==> src/rtl/rv32i_types.sv <==
// Shared RV32I types: the burst-side constants and the cacheline adaptor state encoding.
package rv32i_types;

  localparam int unsigned BURST_W  = 64;
  localparam int unsigned BEATS    = 4;
  localparam int unsigned LINE_W   = BURST_W * BEATS;
  localparam int unsigned ADDR_W   = 32;
  localparam int unsigned OFFSET_W = $clog2(LINE_W / 8);
  localparam int unsigned CNT_W    = $clog2(BEATS);

  typedef logic [BURST_W-1:0] rv32i_burst;

  typedef enum logic [1:0] {
    IDLE = 2'd0,
    RD   = 2'd1,
    WR   = 2'd2,
    DONE = 2'd3
  } cla_state_t;

endpackage

==> src/rtl/cacheline_adaptor.sv <==
// Splits a 256-bit line transfer from mp2 into a 4-beat, 64-bit little-endian
// burst to the DRAM model, and returns a one-cycle completion pulse.
module cacheline_adaptor
  import rv32i_types::*;
(
  input  logic              clk,
  input  logic              reset_n,
  input  logic [LINE_W-1:0] line_i,
  output logic [LINE_W-1:0] line_o,
  input  logic [ADDR_W-1:0] address_i,
  input  logic              read_i,
  input  logic              write_i,
  output logic              resp_o,
  input  rv32i_burst        burst_i,
  output rv32i_burst        burst_o,
  output logic [ADDR_W-1:0] address_o,
  output logic              read_o,
  output logic              write_o,
  input  logic              resp_i
);

  cla_state_t                      state;
  logic [CNT_W-1:0]                cnt;
  logic [BEATS-1:0][BURST_W-1:0]   buffer;
  logic [ADDR_W-1:0]               addr_q;
  logic [ADDR_W-1:0]               addr_aligned;
  logic                            is_last;
  logic                            unused_offset_bits;

  assign addr_aligned       = {address_i[ADDR_W-1:OFFSET_W], OFFSET_W'(0)};
  assign is_last            = (cnt == CNT_W'(BEATS - 1));
  // Line offset bits are dropped by alignment.
  assign unused_offset_bits = ^address_i[OFFSET_W-1:0];

  // State, beat counter, line buffer and burst address.
  always_ff @(posedge clk) begin
    if (!reset_n) begin
      state  <= IDLE;
      cnt    <= '0;
      buffer <= '0;
      addr_q <= '0;
    end else begin
      case (state)
        IDLE: begin
          if (write_i) begin
            buffer <= line_i;
            addr_q <= addr_aligned;
            cnt    <= '0;
            state  <= WR;
          end else if (read_i) begin
            addr_q <= addr_aligned;
            cnt    <= '0;
            state  <= RD;
          end
        end
        RD: begin
          if (resp_i) begin
            buffer[cnt] <= burst_i;
            cnt         <= cnt + CNT_W'(1);
            if (is_last) state <= DONE;
          end
        end
        WR: begin
          if (resp_i) begin
            cnt <= cnt + CNT_W'(1);
            if (is_last) state <= DONE;
          end
        end
        DONE:    state <= IDLE;
        default: state <= IDLE;
      endcase
    end
  end

  // Moore outputs decoded from the registered state.
  assign read_o    = (state == RD);
  assign write_o   = (state == WR);
  assign resp_o    = (state == DONE);
  assign line_o    = buffer;
  assign address_o = addr_q;
  assign burst_o   = (state == WR) ? buffer[cnt] : '0;

endmodule

==> config.mk <==
export PLATFORM = sky130hd
export DESIGN_NAME = cacheline_adaptor
export DESIGN_NICKNAME = d
export VERILOG_FILES = /design/src/rtl/rv32i_types.sv /design/src/rtl/cacheline_adaptor.sv
export SDC_FILE = /design/constraint.sdc
export NUM_CORES = 1
export LEC_CHECK = 0
export ABC_CLOCK_PERIOD_IN_PS = 5900
export BUFFER_PORTS_ARGS = -buffer_cell sky130_fd_sc_hd__clkbuf_2
export CORE_AREA = 2 2 278 280
export CTS_CLUSTER_DIAMETER = 100
export DETAILED_ROUTE_END_ITERATION = 8
export DIE_AREA = 0 0 280 282
export SLEW_MARGIN = 10
export SYNTH_ARGS = -nofsm -noshare
export SYNTH_HDL_FRONTEND = slang
export SYNTH_SLANG_ARGS = --single-unit
==> constraint.sdc <==
create_clock -name clk -period 5.9 [get_ports clk]
set_input_delay 1.18 -clock clk [delete_from_list [all_inputs] [get_ports clk]]
set_output_delay 1.18 -clock clk [all_outputs]
set_load 0.05 [all_outputs]
* Word level (Yosys, flattened, before mapping)
Index checks and enable logic that the tools add are counted.
W data, S select, Z words.
** Operators by class
- Add/subtract/negate cells :: 1
- Multiplexer cells :: 20
- Reduce and logical (&&, ||, !) cells :: 10
- Magnitude comparators :: 2
- Equality and inequality tests :: 9
** Operator list (number)
- $mux W256 :: 2
- $pmux W256 S2 :: 1
- $bwmux W256 :: 1
- $mux W64 :: 3
- $bmux W64 S2 :: 1
- $demux W64 S2 :: 1
- $mux W32 :: 2
- $mux W2 :: 7
- $reduce_and A3 Y1 :: 3
- $eq A2 B2 Y1 const B :: 3
- $ne A2 B1 Y1 const B :: 3
- $pmux W2 S3 :: 1
- $reduce_bool A2 Y1 :: 3
- $pmux W2 S2 :: 1
- $lt A2 B3 Y1 const B :: 1
- $ne A3 B3 Y1 const B :: 1
- $add A2 B1 Y2 const B :: 1
- $eq A2 B1 Y1 const B :: 1
- $ge A2 B1 Y1 const B :: 1
- $logic_not A2 Y1 :: 1
- $ne A2 B2 Y1 const B :: 1
- $reduce_and A2 Y1 :: 1
- $reduce_or A2 Y1 :: 1
- $logic_and A1 B1 Y1 :: 1
** Word-level totals
- Input bits :: 357
- Register bits after elaboration :: 292
- Output and inout port bits :: 355

* Logic depth before layout (Yosys ltp)
Gate-level depths: netlist (run 1).
- Word-level depth :: 7
- Gate-level depth with buffers :: 10
- Gate-level depth less buffers :: 5

* Least setup slack after synthesis (run 1)
OpenSTA, ideal clock, no wires.
- Path type :: flip-flop to output port
- From :: reg state[0]
- To :: out burst_o[10]
- Path slack :: 2882 ps
- Data arrival time :: 1838 ps
- Required time :: 4720 ps
- Path buffers :: 2
- Stages on the path, launching flop included :: 6
- Cell sequence :: dfxtp_1 -> inv_1 -> ha_1 -> buf_1 -> clkbuf_1 -> and2_1
** Between the ends
- Longest elaborated chain between the ends :: 2
** Ends and longest elaborated chain
- start, declared :: RTL line cacheline_adaptor.sv:22 : cla_state_t state;
- start signal, assigned :: RTL line cacheline_adaptor.sv:38 : state <= IDLE;
- start signal, assigned :: RTL line cacheline_adaptor.sv:49 : state <= WR;
- start signal, assigned :: RTL line cacheline_adaptor.sv:53 : state <= RD;
- $eq A2 B2 Y1
- net write_o :: RTL line cacheline_adaptor.sv:18 : output logic write_o,
- $mux W64 :: RTL line cacheline_adaptor.sv:81 : assign burst_o = (state == WR) ? buffer[cnt] : '0;
- end, declared :: RTL line cacheline_adaptor.sv:15 : output rv32i_burst burst_o,
The timed path passes the listed nets, and every way through them passes these cells.

* Worst setup path after layout (run 1)
- From :: reg cnt[0]
- To :: out burst_o[8]
** Between the ends
- Longest elaborated chain between the ends :: 3
** Ends and longest elaborated chain
- start, declared :: RTL line cacheline_adaptor.sv:23 : logic [CNT_W-1:0] cnt;
- start signal, assigned :: RTL line cacheline_adaptor.sv:59 : cnt <= cnt + CNT_W'(1);
- start signal, assigned :: RTL line cacheline_adaptor.sv:65 : cnt <= cnt + CNT_W'(1);
- $bmux W64 S2 :: RTL line cacheline_adaptor.sv:81
- $mux W64 (implied by the code) :: RTL line cacheline_adaptor.sv:81
- $mux W64 :: RTL line cacheline_adaptor.sv:81
No other way between the ends. The select of a mux whose other input is x is not followed.

==> results of run 1 <==
cell families after synthesis:
family                     Yosys count  share of synthesized area
AOI/OAI and AO/OA                  616                      0.323
and+or+nand+nor                    585                      0.185
DFF                                287                      0.324
buffers and inverters              260                     0.0777
muxes                               66                     0.0827
adders and majority gates           10                    0.00705
other                                1                   0.000211
metrics by stage:
step | instance area [µm²] | hold WS [ns] | utilization | cells | total power, µW
after global placement | 21600 | 0.443 | 0.285 | 3282 | 11700
after CTS | 22800 | 0.455 | 0.301 | 3349 | 14200
after global routing | 22800 | 0.469 | 0.301 | 3352 | 14800
after floorplan | 17800 | 0.501 | - | 1829 | 9720
final | 22800 | 0.454 | 0.301 | 3353 | 14200
after detailed placement | 21600 | 0.447 | 0.285 | 3282 | 11800
area by class of cell:
class	count	area (µm²)	share of cell area
Clock buffer	58	1130	0.0496
Clock inverter	9	83.8	0.00368
Inverter	5	26.3	0.00115
Sequential cell	287	5750	0.253
Tap cell	978	1220	0.0537
Antenna cell	4	10.0	0.000439
Multi-Input combinational cell	1282	10800	0.472
Timing Repair Buffer	730	3800	0.167
state kept, by name, summed over array words and instances (netlist names):
signal	cells
address_o	27
cnt	2
line_o	256
state	2
cells in the mapped netlist, drive strengths merged:
master	n	area, µm²
and3	4	25.0
a21bo	1	10.0
a21boi	1	7.51
o2111ai	1	8.76
or3b	2	17.5
mux2	1	15.0
dfxtp	287	5750
nor2	1	3.75
mux4	64	1440
inv	5	18.8
nand2	55	206
o21ai	4	23.8
nor2b	64	400
buf	144	942
nand3	192	961
mux2i	1	10.0
a211oi	64	781
nand4	2	12.5
clkbuf	111	417
ha	10	125
a21oi	95	475
and2	65	407
nor3b	2	15.0
a31oi	256	1600
a311oi	193	2820
o21a	1	7.51
conb	1	3.75
nand2b	198	1240
power breakdown:
part | switching [µW] | leakage, µW | internal, µW
combinational | 6080 | 0.00584 | 2420
sequential | 710 | 0.00238 | 2620
clock | 964 | 0.000592 | 1370
worst max path at each step:
stage / slack (ns) / endpoint / from / cells past startpoint
after detailed placement: 2.07 / burst_o[14] / cnt[0]$_SDFFE_PN0P_ / 4
after CTS: 1.46 / burst_o[14] / cnt[0]$_SDFFE_PN0P_ / 4
final: 1.52 / burst_o[8] / cnt[0]$_SDFFE_PN0P_ / 4
after global routing: 1.35 / burst_o[8] / cnt[0]$_SDFFE_PN0P_ / 4
after global placement: 2.11 / line_o[211]$_SDFFE_PN0P_ / write_i / 5
after floorplan: 2.88 / burst_o[10] / state[0]$_SDFFE_PN0P_ / 5
worst max-delay path: stages, from the launching register on:
cell	delay [ns]
dfxtp_4	0.82
buf_4	0.74
mux4_2	0.63
and2_1	0.18
clkbuf_2	0.23
per-layer routing:
metal	global-route usage	vias to the layer above
met5	0	-
met3	0.0409	203
li1	-	8071
met2	0.311	1043
met1	0.260	9107
met4	0.0823	6
==> impl_metrics.toml, run 1 <==
[timing]
layout_setup_ws_ns = 1.52
post-route-period-util = 0.742
finalSetupViolations = 0
period_needed_ns = 4.38
rsz0062_at_grt = "no"
skew_ns = 0.0146
tightest_slew_ns = 1.18
hold_violations = 0
drv_slew = 0
fmax_mhz = 228
slew_headroom = 0.211
finalSetupTns_ns = 0

[floorplan]
die_h_um = 282
start_util = 0.234
rows = 101
core-area_um2 = 75700
top_level_ports = 712
die_x_um = 280
die_area_um2 = 79000

[setup_path]
critPathLaunchType = "flop"
ff2ff_setup_slack_ns = 2.42
timing.rr.start = "cnt[0]$_SDFFE_PN0P_"
path_class = "reg2out"
r2r-end = "line_o[35]$_SDFFE_PN0P_"
worstPathArrival_ns = 3.20
crit_required_ns = 4.72
cp_max_fo = 37
rr_worst_depth = 6
end_kind = "output pin"

[routing]
ant_nets = 0
drc = 0
drt-met1-wl_um = 34800
vias_per_cell = 5.50
wl_per_cell_um = 24.8
dr.pass1.iters = 5
routed.top_layer = "met5"
vias = 18400
met3_length_um = 6600
dr.first_iter.drc_count = 1595
wl_um = 83200
met2_length_um = 38700

[clock_tree]
cts.path.max_buffers = 3
cts.root.buffer_cell = "clkbuf_16"
hold_buffers = 0
cts_buffers = 38
clock_sinks = 287
path_clk_slew_ns = 0.06
htreeDepth = 2
clk-insertion-delay-late_ns = 0.56
ctsResizeCount = 0
cts_tree = "yes"
postCtsSetupBuffers = 0

[worst_hold_path]
min_to = "address_o[23]$_SDFFE_PN0P_"
whs_path_depth = 2
hold_start = "address_o[23]$_SDFFE_PN0P_"
hp-class = "reg2reg"

[power]
vdd_drop_max_v = 0.000334
cellLeakagePower_uw = 0.00881
p_per_area_nw_per_um2 = 622

[grt]
grt_max_degree = 226
grt_usage = 0.197
overflow = 0
grt_pass1_vias = 17600
grt_antenna_before_repair = 6
grt_pass1_wl_um = 119000

[yosys]
syn_area_per_cell_um2 = 9.72
ys_types = 35
ys_seq_area_frac = 0.324
synth-seq-cells = 287
synth_area_um2 = 17700
syn_inst = 1825
synth_warnings = 0

[finish]
area_growth_pct = 28.4
fillers = 7989
final_cell_mix = "clkbuf_2, dfxtp_1, a31oi_1"
final_common_cell = "clkbuf_2"
finalNetCount = 2711
drive_gt1_frac = 0.469

[placed_design]
dpl_worst_slack_ns = 2.07
port_buffers = 701
hpwlAfterDp_um = 54100
place_congestion = 0.892

[flow_run]
max_cap_viol_count = 0

[run_status]
status = "complete, no violations"
Note: power is estimated with default switching activity, not from simulation.
==> run 2: changes to the inputs <==
--- a/config.mk
+++ b/config.mk
@@ -5,12 +5,13 @@
 export SDC_FILE = /design/constraint.sdc
 export NUM_CORES = 1
 export LEC_CHECK = 0
-export ABC_CLOCK_PERIOD_IN_PS = 5900
+export ABC_AREA = 1
+export ABC_CLOCK_PERIOD_IN_PS = 3700
 export BUFFER_PORTS_ARGS = -buffer_cell sky130_fd_sc_hd__clkbuf_2
-export CORE_AREA = 2 2 278 280
+export CORE_AREA = 2 2 277 279
 export CTS_CLUSTER_DIAMETER = 100
 export DETAILED_ROUTE_END_ITERATION = 8
-export DIE_AREA = 0 0 280 282
+export DIE_AREA = 0 0 279 281
 export SLEW_MARGIN = 10
 export SYNTH_ARGS = -nofsm -noshare
 export SYNTH_HDL_FRONTEND = slang
==> constraint.sdc (replaced) <==
create_clock -name clk -period 3.7 [get_ports clk]
set_input_delay 0.74 -clock clk [delete_from_list [all_inputs] [get_ports clk]]
set_output_delay 0.74 -clock clk [all_outputs]
set_load 0.05 [all_outputs]
==> impl_metrics.toml, run 2 <==
[routing]
drc = 0
dr.pass1.iters = 6
met3_length_um = 6030
met2_length_um = 35700
wl_um = 77000
ant_nets = 0
drt-met1-wl_um = 32700
wl_per_cell_um = 17.2
vias = 20100
dr.first_iter.drc_count = 1442
routed.top_layer = "met5"
vias_per_cell = 4.49

[placed_design]
place_congestion = 0.883
hpwlAfterDp_um = 55100
port_buffers = 701
dp.cells = 4412
placed_area_um2 = 21400

[yosys]
synth_top_area_share = 0.335
synth_edf_count = 0
synth-seq-cells = 287
synthSimpleGateAreaFrac = 0.281
synthXorXnorAreaFrac = 0
synth_common_cells = "nand2_1, nor2_1, inv_1"
synth_top_cell_by_area = "dfxtp_1"
synth_compound_area_frac = 0.191
synth_top_family_by_area = "simple AND/OR/NAND/NOR gates"
syn_area_per_cell_um2 = 5.92
synth_area_leaders = "dfxtp_1, nand2_1, nor2_1, inv_1, o22ai_1"
syn_inst = 2895
synth_area_um2 = 17100
async_flop_share = 0
synth_mux_area_frac = 0
ys_seq_area_frac = 0.335
synth_flop_cell = "dfxtp_1"
synth_fa_ha_area_frac = 0.00730
synth_warnings = 0
ys_types = 24
synth_most_common_cell = "nand2_1"

[worst_hold_path]
hp-class = "in2reg"

[power]
cellLeakagePower_uw = 0.0123
p_sw_uw = 15400
vdd_drop_max_v = 0.000762
p_comb_frac = 0.638
swShare = 0.590
p_seq_frac = 0.220
internal_power_uw = 10700
p_per_area_nw_per_um2 = 1160
clkPwrFrac = 0.142

[timing]
skew_ns = 0.0119
slew_headroom = 0.542
tightest_slew_ns = 0.686
finalSetupViolations = 0
fmax_mhz = 320
drv_slew = 0
hold_slack_ns = 0.423
post-route-period-util = 0.845
finalSetupTns_ns = 0
hold_violations = 0
period_needed_ns = 3.13
rsz0062_at_grt = "no"

[finish]
stdcell_area_um2 = 22600
fin_cells = 4474
drive_gt1_frac = 0.237
finalNetCount = 3840
final_cell_mix = "clkbuf_2, nand2_1, nor2_1"
final_common_cell = "clkbuf_2"
area_growth_pct = 31.8
largest_register_ffs = 256

[setup_path]
path_class = "reg2out"
critPathLaunchType = "flop"
cp_max_fo = 32
end_kind = "output pin"
crit_required_ns = 2.96
worstPathArrival_ns = 2.39

[clock_tree]
clk-insertion-delay-late_ns = 0.54
htreeDepth = 2
cts.path.max_buffers = 3
clock_sinks = 287
cts_tree = "yes"
ctsResizeCount = 0
cts_buffers = 37
cts.root.buffer_cell = "clkbuf_16"
path_clk_slew_ns = 0.06
hold_buffers = 0
postCtsSetupBuffers = 0

[floorplan]
rows = 101
start_util = 0.227
die_x_um = 279
die_area_um2 = 78400
top_level_ports = 712
die_h_um = 281
core-area_um2 = 75400

[grt]
grt_antenna_before_repair = 1
grt_pass1_wl_um = 113000
overflow = 0
grt_max_degree = 99
grt_usage = 0.187
grt_pass1_vias = 18300

[flow_run]
max_cap_viol_count = 0

[run_status]
status = "complete, no violations"
run 2: cell count changes after synthesis, moves of 95 or more:
cell,change
nand3_1,-124
o21ai_0,+95
o22ai_1,+192
o21ai_1,+123
inv_1,+519
a311oi_2,-180
nand2b_1,-198
nand2_1,+541
a31oi_1,-256
nor2_1,+573
a21oi_1,+97
run 2: cells by family after synthesis:
logic type / after synthesis
other: 1
AOI/OAI and AO/OA: 605
DFF: 287
buffers and inverters: 745
and+or+nand+nor: 1247
adders and majority gates: 10
run 2: final timing paths:
check,cells past startpoint,endpoint,start,slack (ns)
max,6,burst_o[12],state[0]$_SDFFE_PN0P_,0.57
min,3,address_o[13]$_SDFFE_PN0P_,address_i[13],0.42
max reg2reg,10,line_o[130]$_SDFFE_PN0P_,cnt[0]$_SDFFE_PN0P_,1.08
min reg2reg,2,address_o[24]$_SDFFE_PN0P_,address_o[24]$_SDFFE_PN0P_,0.52
run 2: stage by stage:
step	util	total power, µW	setup WS [ns]
2_1_floorplan	-	18000	0.883
3_3_place_gp	0.283	22300	1.06
3_5_place_dp	0.283	22400	1.06
4_1_cts	0.299	26200	0.448
5_1_grt	0.299	27900	0.364
6_report	0.299	26100	0.574
run 2: worst max-delay path, stage by stage (launching register included):
cell,delay (ns)
dfxtp_1,0.43
inv_1,0.13
ha_1,0.24
inv_2,0.31
buf_12,0.27
a21oi_1,0.13
clkbuf_2,0.28
run 2: power groups by stage:
stage | registers, µW | logic (µW) | clock network (µW)
after floorplan | 10600 | 7370 | 0
after global placement | 5740 | 16600 | 0
after detailed placement | 5770 | 16600 | 0
after CTS | 5720 | 16700 | 3820
after global routing | 5890 | 18000 | 3930
final | 5740 | 16700 | 3710
run 2: area by class of cell:
type                    instances  area [µm²]
diodes                          1        2.50
multi-input cells            1867        8280
flip-flops and latches        287        5750
repair buffers                751        4130
fillers                      8469       52900
clock inverters                13         169
well taps                     978        1220
inverters                     529        1990
clock buffers                  48        1030
run 2: routing by layer:
layer / up-vias / GRT usage
li1: 10100 / -
met1: 8968 / 0.240
met2: 910 / 0.308
met3: 136 / 0.0365
met4: 2 / 0.0695
met5: - / 0
